### src/rtl/reg_writeback_queue.sv
// rtl/reg_writeback_queue.sv - in-order writeback FIFO feeding the register bank write port, with youngest-match bypass
//
// Purpose: buffers WB-stage register writes and drains one per cycle onto the
// bank's single write port. Decode can read still-queued values via two bypass ports.
//
// Ports:
//   clk, rst                 clock, asynchronous active-low reset
//   wbValid/wbReady          writeback request handshake (wbReady = !full, 0 in reset)
//   wbAddr, wbData           destination register and value
//   hold                     1: bank port busy, do not drain this cycle
//   regWrite/write/writeData bank write port, driven from the head entry
//   fwdAddrA/B               bypass lookup addresses
//   fwdHitA/B, fwdDataA/B    bypass hit flags and youngest matching data (0 on miss)
//   count                    current occupancy
module reg_writeback_queue #(
    parameter int DEPTH   = 4,
    parameter int ADDR_W  = 5,
    parameter int DATA_W  = 32,
    parameter int DROP_R0 = 1
) (
    input  logic                       clk,
    input  logic                       rst,
    input  logic                       wbValid,
    output logic                       wbReady,
    input  logic [ADDR_W-1:0]          wbAddr,
    input  logic [DATA_W-1:0]          wbData,
    input  logic                       hold,
    output logic                       regWrite,
    output logic [ADDR_W-1:0]          write,
    output logic [DATA_W-1:0]          writeData,
    input  logic [ADDR_W-1:0]          fwdAddrA,
    input  logic [ADDR_W-1:0]          fwdAddrB,
    output logic                       fwdHitA,
    output logic                       fwdHitB,
    output logic [DATA_W-1:0]          fwdDataA,
    output logic [DATA_W-1:0]          fwdDataB,
    output logic [$clog2(DEPTH):0]     count
);

    localparam int PTR_W = $clog2(DEPTH);
    localparam int CNT_W = PTR_W + 1;

    logic [ADDR_W-1:0] addr_q  [DEPTH];
    logic [DATA_W-1:0] data_q  [DEPTH];
    logic [DEPTH-1:0]  valid_q;
    logic [PTR_W-1:0]  head_q, head_d;
    logic [PTR_W-1:0]  tail_q, tail_d;
    logic [CNT_W-1:0]  count_q, count_d;

    logic empty, full, is_r0, push, pop;
    logic [PTR_W-1:0] idx;

    assign empty = (count_q == '0);
    assign full  = (count_q == CNT_W'(DEPTH));

    // Gated by rst so the handshake is closed while reset is held.
    assign wbReady = rst & ~full;

    // Writes to r0 complete the handshake but are never stored.
    assign is_r0 = (DROP_R0 != 0) && (wbAddr == '0);
    assign push  = wbValid & wbReady & ~is_r0;

    assign regWrite  = ~empty & ~hold;
    assign pop       = regWrite;
    assign write     = regWrite ? addr_q[head_q] : '0;
    assign writeData = regWrite ? data_q[head_q] : '0;
    assign count     = count_q;

    always_comb begin
        head_d  = pop  ? head_q + 1'b1 : head_q;
        tail_d  = push ? tail_q + 1'b1 : tail_q;
        count_d = count_q;
        case ({push, pop})
            2'b10:   count_d = count_q + 1'b1;
            2'b01:   count_d = count_q - 1'b1;
            default: count_d = count_q;
        endcase
    end

    // Walk entries oldest to youngest so later matches overwrite earlier ones.
    always_comb begin
        fwdHitA  = 1'b0;
        fwdHitB  = 1'b0;
        fwdDataA = '0;
        fwdDataB = '0;
        idx      = '0;
        for (int i = 0; i < DEPTH; i++) begin
            idx = head_q + PTR_W'(i);
            if (valid_q[idx] && addr_q[idx] == fwdAddrA &&
                !((DROP_R0 != 0) && fwdAddrA == '0)) begin
                fwdHitA  = 1'b1;
                fwdDataA = data_q[idx];
            end
            if (valid_q[idx] && addr_q[idx] == fwdAddrB &&
                !((DROP_R0 != 0) && fwdAddrB == '0)) begin
                fwdHitB  = 1'b1;
                fwdDataB = data_q[idx];
            end
        end
    end

    // Push and pop never target the same slot: equal pointers mean empty
    // (no pop) or full (no push).
    always_ff @(posedge clk or negedge rst) begin
        if (!rst) begin
            for (int i = 0; i < DEPTH; i++) begin
                addr_q[i] <= '0;
                data_q[i] <= '0;
            end
            valid_q <= '0;
            head_q  <= '0;
            tail_q  <= '0;
            count_q <= '0;
        end else begin
            if (push) begin
                addr_q[tail_q]  <= wbAddr;
                data_q[tail_q]  <= wbData;
                valid_q[tail_q] <= 1'b1;
            end
            if (pop) begin
                valid_q[head_q] <= 1'b0;
            end
            head_q  <= head_d;
            tail_q  <= tail_d;
            count_q <= count_d;
        end
    end

endmodule

### config.mk
export PLATFORM = sky130hd
export DESIGN_NAME = reg_writeback_queue
export DESIGN_NICKNAME = d
export VERILOG_FILES = /design/src/rtl/reg_writeback_queue.sv
export SDC_FILE = /design/constraint.sdc
export NUM_CORES = 1
export LEC_CHECK = 0
export ABC_AREA = 0
export ABC_CLOCK_PERIOD_IN_PS = 6700
export CAP_MARGIN = 20
export CELL_PAD_IN_SITES_DETAIL_PLACEMENT = 2
export CELL_PAD_IN_SITES_GLOBAL_PLACEMENT = 2
export CORE_UTILIZATION = 39
export DETAILED_ROUTE_END_ITERATION = 8
export PLACE_DENSITY_LB_ADDON = 0.1
export SLEW_MARGIN = 5
export SYNTH_ARGS = -nofsm -noshare
export SYNTH_HDL_FRONTEND = slang
export SYNTH_SLANG_ARGS = --single-unit
### constraint.sdc
create_clock -name clk -period 6.7 [get_ports clk]
set_clock_uncertainty 0.05 [all_clocks]
set_input_delay 1.675 -clock clk [delete_from_list [all_inputs] [get_ports clk]]
set_output_delay 1.675 -clock clk [all_outputs]
set_load 0.01 [all_outputs]
==> flow_summary.ini <==
[status]
status = completed

[yosys]
synth_top_area_share_pct = 30.36
synth_ff_type = dfrtp_1
syn_inst = 1043
synth_most_common_cell = dfrtp_1
synth_seq_cells = 159
syn_nets = 1104
ys_warn_count = 0
async_flop_share_pct = 100.0
synth_edf_count = 0
syn-cell-area_um2 = 13110
synth_area_leader_cell = dfrtp_1
yosysSeqAreaShare_pct = 30.36
yosys-top-cells-count = 159 x dfrtp_1, 150 x mux4_2, 149 x mux2_2, 70 x nand2_1, 47 x buf_2
synth.area.top_cells = dfrtp_1 30%, mux4_2 26%, mux2_2 13%, a221oi_2 3.4%, o31ai_2 2.9%
synth_cell_types = 50
syn_avg_cell_area_um2 = 12.56

[finish]
stdcell_count = 1603
multi_input_area_um2 = 8537
drive_above_1_share_pct = 39.45
synthToLayoutAreaGrowth_pct = 20.26
nFillCells = 3208
diodes = 0
stdcell_area_um2 = 15760
nets = 1209
seq_area_um2 = 3986

[global_route]
grt.total_usage_pct = 27.17
antenna_found_initial = 0
grt_pass1_wl_um = 70010
grt_pass1_vias = 11280
grt_max_degree = 104
overflow = 0

[clock_tree]
path_clk_slew_ns = 0.07
htree_levels = 4
cts.path.max_buffers = 2
cts_tree = built
hold_buffers = 0
clockRootBuffer = clkbuf_16
cts_buffers = 17
cts_setup_buffers = 0
clock_sinks = 159
cts_resized = 0
clk_latency_ns = 0.44

[detailed_routing]
drt_iter0_drc = 569
postRouteAntennaNets = 0
via_per_inst = 6.407
wl_um = 44290
num_vias = 10270
wl_per_cell_um = 27.63
drtPass1Iterations = 5
drc_errors = 0

[flow_run]
drv_cap = 0

[power_and_ir_drop]
vdd_drop_max_mv = 0.3867
power.leakage_nw = 5.714
p_per_area_nw_per_um2 = 584.2
total_power_mw = 9.207

[placement]
dp_hpwl_um = 29300
gp_routability_congestion = 0.7987
place_area_um2 = 15130
dp_cells = 1571
port_buffers = 158

[floorplanning]
fp.dieW_um = 185.3
initial_utilization_pct = 39.97
core_um2 = 32780
die_y_um = 185.3
die_area_um2 = 34340
rows = 66
ios = 159

[setup_path]
slowest_delay_ns = 0.62
critPathKind = in2out
end_kind = primary output
start_kind = input pin
setup.worst_path.start = fwdAddrA[1]
critPathRequiredTime_ns = 4.97
critPathMaxFanout = 13
critPathArrivalTime_ns = 4.81
slowest_stage = clkdlybuf4s50_1
crit_chain = clkdlybuf4s50_1, or4_1, or2_2, nand3_2, or2_2, buf_4, buf_4, a311oi_1, o31ai_1, clkdlybuf4s50_1
r2r_start = count[0]

[hold_path]
min_path_type = reg2reg
min-delay-start = count[2]

[sta]
hold_viol_final = 0
max_freq_mhz = 153.0
holdWs_ns = 0.4897
max_slew_margin_pct = 26.19
post-route-min-period_ns = 6.536
worstMarginPinSlew_ns = 1.107
rsz0062_at_grt = false
tns_ns = 0
setup_violations = 0
report.final.slew_viol_count = 0
fin_crit_sh_pct = 97.55
-- layout by cell type (no fill, tap or decap), drive strengths merged, types with 36 or more instances in the layout --
cell	synthesis	layout
nand2	70	70
xnor2	38	38
nor3	38	38
and2	36	36
dfrtp	159	159
nor2	42	42
clkdlybuf4s50	0	157
o31ai	61	61
mux2	149	149
mux4	151	151
buf	69	44
-- report_power, final --
group / total (mW) / internal, mW / switching (mW)
Sequential: 2.08 / 1.45 / 0.631
Clock: 1.08 / 0.636 / 0.448
Combinational: 6.05 / 3.15 / 2.89
Total: 9.21 / 5.24 / 3.97
-- per-stage QoR --
| step | utilization, % | setup slack, ns |
|---|---|---|
| floorplan | - | 1.176 |
| global placement | 46.15 | 0.2384 |
| detailed placement | 46.15 | 0.2036 |
| CTS | 48.07 | 0.1993 |
| global route | 48.07 | 0.03763 |
| finish | 48.07 | 0.1638 |
-- layout make-up --
cell class              instances  share of cell area (%)
well taps                     442                   3.509
multi-input cells             753                   54.17
inverters                      16                  0.3811
repair buffers                201                   12.65
flip-flops and latches        159                   25.29
clock inverters                13                   1.191
clock buffers                  19                   2.810
-- worst paths after layout --
check	endpoint	cells after the start	slack, ns
setup reg to reg	data_q[103]	6	3.82
max in group asynchronous	data_q[39]	3	3.50
hold reg to reg	count[2]	1	0.49
hold / removal	count[2]	1	0.49
min in group asynchronous	data_q[88]	1	1.08
setup / recovery	fwdDataA[20]	10	0.16
-- sequential cells by signal, indices dropped and copies added, names as in the netlist --
name and flops:
tail_q 2, addr_q 20, head_q 2, valid_q 4, data_q 128, count 3
-- metal layers --
metal,up-vias,GRT usage (%),routed length [um]
met4,0,7.934,1000
li1,4324,-,-
met2,305,46.28,22440
met1,5576,35.94,18970
met3,66,3.677,1878
met5,-,0,0
-- cell families (layout without fill, tap and decap cells) --
kind of cell	after synthesis	in the layout	synth area share (%)
multiplexers	309	309	39.47
AND/OR/NAND/NOR	247	247	9.681
flip-flops	159	159	30.36
AO/OA/AOI/OAI	141	141	11.26
buffers and inverters	131	249	5.089
XOR/XNOR	46	46	3.132
adder cells (fa/ha/maj)	10	10	1.012
-- worst max-delay path: cells and delay by family --
kind | cells | cell delay, ns
buffers and inverters | 4 | 1.49
AND/OR/NAND/NOR | 4 | 1.11
AO/OA/AOI/OAI | 2 | 0.54
No activity file was read; power rests on OpenSTA's default activity.
